$ cat src/rtl/launchpad_key_scheduler.sv
`default_nettype none
// ============================================================================
// Module   : launchpad_key_scheduler
// Brief    : Synchronizes/debounces 12 pads, queues one 4-bit code per press.
// Revision : 1.0
// ============================================================================
module launchpad_key_scheduler #(
  parameter int DEBOUNCE_CYCLES = 4,
  parameter int FIFO_DEPTH      = 4
) (
  input  logic        clk,
  input  logic        rst_n,
  input  logic [11:0] pad_in,
  output logic [3:0]  key_code,
  output logic        key_valid,
  input  logic        key_ready,
  output logic [11:0] key_held,
  output logic        any_key,
  output logic        fifo_full,
  output logic        overflow,
  input  logic        clr_overflow
);

  localparam int                 c_ptr_w   = (FIFO_DEPTH > 1) ? $clog2(FIFO_DEPTH) : 1;
  localparam logic [7:0]         c_cnt_max = 8'(DEBOUNCE_CYCLES - 1);
  localparam logic [c_ptr_w:0]   c_depth   = (c_ptr_w + 1)'(FIFO_DEPTH);

  logic [11:0]        r_sync1;
  logic [11:0]        r_sync2;
  logic [7:0]         r_cnt [12];
  logic [11:0]        r_held;
  logic [11:0]        r_pend;
  logic               r_ovf;
  logic [3:0]         r_mem [FIFO_DEPTH];
  logic [c_ptr_w-1:0] r_wptr;
  logic [c_ptr_w-1:0] r_rptr;
  logic [c_ptr_w:0]   r_count;

  logic [11:0] w_held_next;
  logic [11:0] w_rise;
  logic [11:0] w_sel_oh;
  logic [11:0] w_clr;
  logic [3:0]  w_sel;
  logic        w_pop;
  logic        w_push;
  logic        w_lost;

  always_ff @(posedge clk or negedge rst_n) begin
    if (!rst_n) begin
      r_sync1 <= '0;
      r_sync2 <= '0;
    end else begin
      r_sync1 <= pad_in;
      r_sync2 <= r_sync1;
    end
  end

  // A pad flips its held level on the cycle its mismatch count reaches the limit.
  always_comb begin
    w_held_next = r_held;
    for (int i = 0; i < 12; i++) begin
      if ((r_sync2[i] != r_held[i]) && (r_cnt[i] == c_cnt_max)) begin
        w_held_next[i] = r_sync2[i];
      end
    end
  end

  always_ff @(posedge clk or negedge rst_n) begin
    if (!rst_n) begin
      for (int i = 0; i < 12; i++) begin
        r_cnt[i] <= '0;
      end
      r_held <= '0;
    end else begin
      for (int i = 0; i < 12; i++) begin
        if ((r_sync2[i] == r_held[i]) || (r_cnt[i] == c_cnt_max)) begin
          r_cnt[i] <= '0;
        end else begin
          r_cnt[i] <= r_cnt[i] + 8'd1;
        end
      end
      r_held <= w_held_next;
    end
  end

  assign w_rise = w_held_next & ~r_held;

  // Scan from the top so the lowest pending index is the one left selected.
  always_comb begin
    w_sel    = '0;
    w_sel_oh = '0;
    for (int i = 11; i >= 0; i--) begin
      if (r_pend[i]) begin
        w_sel    = 4'(i);
        w_sel_oh = 12'b1 << i;
      end
    end
  end

  assign w_pop  = key_valid & key_ready;
  assign w_push = (|r_pend) & ((r_count < c_depth) | w_pop);
  assign w_clr  = w_push ? w_sel_oh : '0;
  assign w_lost = |(w_rise & r_pend & ~w_clr);

  always_ff @(posedge clk or negedge rst_n) begin
    if (!rst_n) begin
      r_pend <= '0;
      r_ovf  <= 1'b0;
    end else begin
      r_pend <= (r_pend & ~w_clr) | w_rise;
      if (w_lost) begin
        r_ovf <= 1'b1;
      end else if (clr_overflow) begin
        r_ovf <= 1'b0;
      end
    end
  end

  always_ff @(posedge clk) begin
    if (w_push) begin
      r_mem[r_wptr] <= w_sel;
    end
  end

  always_ff @(posedge clk or negedge rst_n) begin
    if (!rst_n) begin
      r_wptr  <= '0;
      r_rptr  <= '0;
      r_count <= '0;
    end else begin
      if (w_push) begin
        r_wptr <= r_wptr + c_ptr_w'(1);
      end
      if (w_pop) begin
        r_rptr <= r_rptr + c_ptr_w'(1);
      end
      if (w_push && !w_pop) begin
        r_count <= r_count + (c_ptr_w + 1)'(1);
      end else if (w_pop && !w_push) begin
        r_count <= r_count - (c_ptr_w + 1)'(1);
      end
    end
  end

  assign key_valid = (r_count != '0);
  assign key_code  = key_valid ? r_mem[r_rptr] : 4'd0;
  assign key_held  = r_held;
  assign any_key   = |r_held;
  assign fifo_full = (r_count == c_depth);
  assign overflow  = r_ovf;

endmodule
`default_nettype wire
$ cat config.mk
export PLATFORM = sky130hd
export DESIGN_NAME = launchpad_key_scheduler
export DESIGN_NICKNAME = d
export VERILOG_FILES = /design/src/rtl/launchpad_key_scheduler.sv
export SDC_FILE = /design/constraint.sdc
export NUM_CORES = 1
export LEC_CHECK = 0
export CAP_MARGIN = 10
export CORE_MARGIN = 2
export CORE_UTILIZATION = 35
export DETAILED_ROUTE_END_ITERATION = 8
export DONT_BUFFER_PORTS = 1
export GPL_ROUTABILITY_DRIVEN = 1
export PLACE_DENSITY = 0.57
export SYNTH_ARGS = -nofsm -noshare
export SYNTH_HDL_FRONTEND = slang
export SYNTH_SLANG_ARGS = --single-unit
$ cat constraint.sdc
create_clock -name clk -period 2.5 [get_ports clk]
set_input_delay 0.5 -clock clk [delete_from_list [all_inputs] [get_ports clk]]
set_output_delay 0.5 -clock clk [all_outputs]
set_load 0.01 [all_outputs]
==> flow_summary.json <==
{
  "synthesis.area_sq_mm": 0.00727,
  "area_growth_pct": 13.6,
  "rr_worst_depth": 7,
  "arrival_ns": 2.69,
  "nets": 678,
  "clkPwrFrac_pct": 30.2,
  "grt_pass1_wl_mm": 22.6,
  "synthArstFlopShare_pct": 90.5,
  "place_congestion": 0.822,
  "crit_end": "r_count[1]$_DFFE_PN0P_",
  "post_cts_buffers": 0,
  "instances_no_fill": 927,
  "timing.fmax_mhz": 418,
  "yosys.area.top_type": "dfrtp_1",
  "slew_headroom_pct": 44.1,
  "antennaDiodeCount": 0,
  "ios": 36,
  "hpwl_mm": 9.23,
  "grt_pass1_vias": 4538,
  "fin_crit_sh_pct": 95.7,
  "ant_nets": 0,
  "clock_path_buffers": 2,
  "power.leakage_nw": 3.71,
  "drc": 0,
  "rows": 52,
  "synth_top_area_share_pct": 52.4,
  "crit_path_start_kind": "flop",
  "slowest_stage": "or4_1",
  "design_area_sq_mm": 0.00825,
  "finalHoldViolCount": 152,
  "finalSetupViolCount": 0,
  "port_buffers": 0,
  "violations": "negative hold slack",
  "tritoncts": "yes",
  "ys_warn_count": 0,
  "hold_path.class": "input port to async pin",
  "crit_fanout": 7,
  "cap_viol_max_count": 0,
  "p_int_w": 0.00601,
  "cts_buffers": 17,
  "cp.required_ns": 2.80,
  "pre_cts_slack_ns": 0.130,
  "critical_path.startpoint": "r_pend[4]$_DFF_PN0_",
  "p_sw_w": 0.00304,
  "antenna_found_initial": 0,
  "first_pass_iters": 4,
  "postRouteWirelength_mm": 13.4,
  "grt_max_degree": 153,
  "htreeDepth": 4,
  "dieArea_sq_mm": 0.0219,
  "root_buffer": "clkbuf_16",
  "slowest_delay_ns": 0.59,
  "synth-edff-count": 16,
  "slew_viol_final": 0,
  "drive_gt1_share_pct": 9.13,
  "syn_inst": 622,
  "power_density_mw_per_mm2": 1100,
  "power_frac_comb_pct": 24.8,
  "via_count": 4557,
  "crit_path_cell_trace": "or4_1 -> nor2_1 -> a21oi_1 -> ha_1 -> inv_1 -> fa_1 -> mux2_2",
  "worst_pin_slew_ns": 0.837,
  "layout_commonest_cell": "dfrtp_1",
  "status": "finished with violations",
  "r2r_end": "r_count[1]$_DFFE_PN0P_",
  "synthDistinctLibCells": 42,
  "setup_slack_ns": 0.108,
  "post_drt_wl_per_cell_microns": 14.4,
  "grt_remaining_overflow": 0,
  "power_w": 0.00905,
  "synthTopCellsByArea": "dfrtp_1, xor2_1, edfxtp_1",
  "r2r_slack_ns": 0.11,
  "fin_hold_ws_ns": -0.224,
  "initial_core_util_pct": 35.8,
  "vdd_ir_drop_max_v": 0.000529,
  "core_sq_mm": 0.0203,
  "synth_nets": 656,
  "rsz0062_at_grt": "no",
  "grt.total_usage_pct": 13.0,
  "period_minus_slack_ns": 2.39,
  "finalSetupTns_ns": 0,
  "viasPerCell": 4.92,
  "crit_type": "flop to flop",
  "placed_cells": 895,
  "synth_seq_cells": 168,
  "drtIter0Drc": 288,
  "swShare_pct": 33.6,
  "placed_area_sq_mm": 0.00763,
  "dieWidth_microns": 148,
  "r2r-start": "r_pend[4]$_DFF_PN0_",
  "syn_avg_cell_area_sq_um": 11.7,
  "synthFlopType": "dfrtp_1",
  "die_h_microns": 148,
  "layout_common_cells": "dfrtp_1, nor2_1, xor2_1, nand3_1, and3_1",
  "critPathCaptureType": "flop",
  "cts.clk_slew.worst_paths_ns": 0.07,
  "ys_seq_area_share_pct": 59.0,
  "final.setup_skew_ns": 0.0117,
  "cts.sink_count": 168,
  "seqPwrFrac_pct": 45.0,
  "clock_latency_ns": 0.43
}
cell type report:
| class | instances | area [sq um] |
|---|---|---|
| tap | 270 | 338 |
| sequential | 168 | 4280 |
| fill | 1920 | 12000 |
| clock inverter | 14 | 184 |
| clock buffer | 18 | 429 |
| multi-input combinational | 445 | 2950 |
| inverter | 5 | 18.8 |
| timing repair buffer | 7 | 52.6 |
flip-flops by register name, summed over array words and instances (netlist names):
signal	cells
key_held	12
overflow	1
r_cnt	96
r_count	3
r_mem	16
r_pend	12
r_rptr	2
r_sync1	12
r_sync2	12
r_wptr	2
metrics by stage:
step                util [%]  hold WS [ns]
floorplan                  -         0.204
global placement        37.6         0.209
detailed placement      37.6         0.209
CTS                     40.6        -0.257
global route            40.7        -0.251
finish                  40.7        -0.224
cells in the mapped netlist (2+ instances only):
master    number
a21oi_1        4
and2_1         8
and3_1        41
clkbuf_1       3
dfrtp_1      152
edfxtp_1      16
ha_1          17
inv_1          5
mux2_2        13
mux4_2         4
nand2_1       31
nand2b_1      10
nand3_1       53
nand4_1        2
nand4b_1       3
nor2_1        91
nor2b_1        4
nor3_1        14
nor3b_1        4
nor4_1         9
nor4b_1        8
o21ai_0        6
o21ai_1        7
o21bai_1       2
o31ai_1        4
o41ai_1        2
or3_1          3
or4_1          4
xnor2_1       26
xor2_1        64
worst max-delay path, delay by kind of cell (launching register included):
kind / cells / cell delay (ns)
AOI/OAI and AO/OA: 1 / 0.09
adders and majority gates: 2 / 0.66
DFF: 1 / 0.46
and+or+nand+nor: 2 / 0.71
buffers and inverters: 1 / 0.07
muxes: 1 / 0.27
timing repair:
| item | CTS | global route |
|---|---|---|
| endpoints found under the setup margin | 0 | 1 |
| endpoints found under the hold margin | 152 | 152 |
| resized for setup | 0 | 1 |
layer usage:
layer / vias up / wire, microns / GRT usage (%)
met3: 15 / 430 / 3.65
met5: - / 0 / 0
met4: 0 / 189 / 4.57
li1: 2219 / - / -
met2: 56 / 6350 / 20.7
met1: 2267 / 6390 / 17.2
worst min path at each step:
stage | startpoint | to | slack (ns) | cells after the start
2_1_floorplan | rst_n | key_held[0]$_DFF_PN0_ | 0.20 | 0
4_1_cts | rst_n | r_cnt[8]$_DFF_PN0_ | -0.26 | 0
3_5_place_dp | rst_n | r_rptr[1]$_DFFE_PN0P_ | 0.21 | 0
6_report | rst_n | r_cnt[92]$_DFF_PN0_ | -0.22 | 0
5_1_grt | rst_n | r_pend[1]$_DFF_PN0_ | -0.25 | 0
3_3_place_gp | rst_n | r_rptr[1]$_DFFE_PN0P_ | 0.21 | 0
power groups by stage:
stage               Sequential, W  Combinational [W]  Clock (W)
floorplan                 0.00393            0.00174          0
global route              0.00419            0.00254    0.00293
CTS                       0.00409            0.00228    0.00281
detailed placement        0.00413            0.00226          0
global placement          0.00410            0.00219          0
finish                    0.00407            0.00224    0.00273
kinds of logic (layout without fill, tap and decap cells):
| logic type | Yosys count | after routing | synth area share, % |
|---|---|---|---|
| adder cells (fa/ha/maj) | 18 | 18 | 3.20 |
| AO/OA/AOI/OAI | 33 | 33 | 3.17 |
| multiplexers | 17 | 17 | 3.25 |
| buffers and inverters | 9 | 44 | 0.568 |
| AND/OR/NAND/NOR | 287 | 287 | 20.0 |
| XOR/XNOR | 90 | 90 | 10.8 |
| flip-flops | 168 | 168 | 59.0 |
Note: power is estimated with default switching activity, not from simulation.
==> edit: new RTL, same flow settings <==
Change the parameter `FIFO_DEPTH` from 4 to 2.
--- a/src/rtl/launchpad_key_scheduler.sv
+++ b/src/rtl/launchpad_key_scheduler.sv
@@ -8,3 +8,3 @@
   parameter int DEBOUNCE_CYCLES = 4,
-  parameter int FIFO_DEPTH      = 4
+  parameter int FIFO_DEPTH      = 2
 ) (
Formal check against the unedited RTL: not equivalent (Yosys sat finds a counterexample within 10 cycles, from zero or initial values and one cycle with rst_n low).
==> edit against the unedited design <==
  * Routed wire length is 6.5% lower
  * Area after synthesis shrank 6.4%
  * Sequential cell count is 11 lower
  * Clock skew shrank 0.0036 ns
  * The flow still finishes with violations (negative hold slack)
  * First-iteration DRC count fell by 19%
  * Count of clock-buffer cells in the layout increased by 2
  * Maximum frequency up 12%
  * Via count shrank 5.5%
  * Worst setup slack improved by 0.25 ns
  * Combinational power is 27% lower
  * Design area is 6.4% lower
  * Total power is 12% lower
==> edit: results (changes against the unedited design) <==
Synth
  – Synth Area in XOR/XNOR: 0.115 (was 0.108)
  – Post-Syn Nets: 629 (was 656)
  – Sequential share of the synthesized area: 0.584 (was 0.590)
  – EDFF count, synth: 8 (was 16)
  – Synth unique cells: 46 (was 42)
  – Synth Area in Compound Gates: 0.0366 (was 0.0317)
  – Share of flip-flops with an asynchronous set or reset: 0.949 (was 0.905)
  – Post-synthesis mux area share: 0.0258 (was 0.0325)
  – Synth Area in Adders: 0.0239 (was 0.0320)

Global route
  – Global Route Usage Sum: 0.132 (was 0.130)
  – M3 GR Usage: 0.0397 (was 0.0365)
  – Largest net degree at the start of global routing: 150 (was 153)
  – Global-route wire length before repair: 21.3 mm (was 22.6 mm)
  – Grt met1 use: 0.179 (was 0.172)
  – Grt met2 use: 0.199 (was 0.207)
  – Vias in the first global route: 4327 (was 4538)

Setup path
  – CP startpoint: r_pend[0] (was r_pend[4])
  – Worst-path fanout max: 8 (was 7)
  – Crit path largest cell delay: 0.75 ns (was 0.59 ns)
  – RR Startpoint: r_pend[0] (was r_pend[4])
  – Critical Path AT: 2.42 ns (was 2.69 ns)

STA
  – Clk_skew: 0.00801 ns (was 0.0117 ns)
  – Hold WS: -0.226 ns (was -0.224 ns)
  – Fin. Hold Viols: 149 (was 152)
  – Worst relative slew slack: 0.631 (was 0.441)

Final layout
  – Share of layout cells above drive strength 1: 0.0779 (was 0.0913)
  – Fillcell total: 1805 (was 1920)
  – Final net count: 645 (was 678)

Route
  – Initial detailed-routing violation count: 233 (was 288)
  – Total routed wirelength: 12.5 mm (was 13.4 mm)
  – Metal3 WL: 517 um (was 430 um)
  – Vias: 4305 (was 4557)
  – Detail Route met2 WL: 5.65 mm (was 6.35 mm)
  – Uppermost layer routed: met4 (unchanged)
  – Met1 wire length: 6.06 mm (was 6.39 mm)

Place
  – Post-DP HPWL: 8.53 mm (was 9.23 mm)
  – GP Congestion: 0.853 (was 0.822)

Outcome
  – Outcome: finished with violations (unchanged)
  – Failing checks: negative hold slack (unchanged)

Power and ir drop
  – Lkg Pwr: 0.00352 uW (was 0.00371 uW)
  – Worst IR drop on VDD: 0.459 mV (was 0.529 mV)
  – Switching Power: 2610 uW (was 3040 uW)
[edit: cell type report]
cell class,instances,area share
multi-input combinational,434,0.361
clock buffer,20,0.0591
timing repair buffer,1,0.000972
inverter,5,0.00243
sequential,157,0.514
tap,260,0.0421
clock inverter,12,0.0209
[edit: worst register-to-register path: stages (launching register included)]
cell	delay (ns)
dfrtp_1	0.44
or4_1	0.75
o41ai_4	0.36
nor3_1	0.08
nor4_1	0.26
nand4_1	0.12
[edit: power groups by stage]
stage          sequential (uW)  combinational, uW  clock (uW)
2_1_floorplan             3530               1350           0
3_3_place_gp              3730               1590           0
3_5_place_dp              3740               1640           0
4_1_cts                   3700               1660        2760
5_1_grt                   3770               1870        2880
6_report                  3690               1630        2670
[edit: worst paths after layout]
check                                  end  slack [ns]  cells after the start
worst max-delay path              overflow        0.36                      5
worst min-delay path             r_cnt[84]       -0.23                      0
worst max register to register    overflow        0.36                      5
worst min register to register  r_sync2[7]        0.35                      0
max in group asynchronous       r_sync2[2]        2.54                      0
min in group clk                r_sync1[4]        0.10                      0
[edit: cells by family after synthesis]
kind of cell / after synthesis
AO/OA/AOI/OAI: 32
XOR/XNOR: 89
adder cells (fa/ha/maj): 13
buffers and inverters: 9
flip-flops: 157
multiplexers: 16
AND/OR/NAND/NOR: 284
[edit: repair_timing]
item	CTS	global route
endpoints found under the hold margin	149	149
setup buffers	0	0
resized for setup	0	0
[edit: through the flow]
step / setup WS [ns] / std cells / hold slack, ns / util
after floorplan: 0.614 / 600 / 0.204 / -
after detailed placement: 0.388 / 857 / 0.212 / 0.376
after CTS: 0.275 / 889 / -0.247 / 0.409
after global routing: 0.204 / 889 / -0.255 / 0.409
after global placement: 0.442 / 857 / 0.210 / 0.376
final: 0.360 / 889 / -0.226 / 0.409
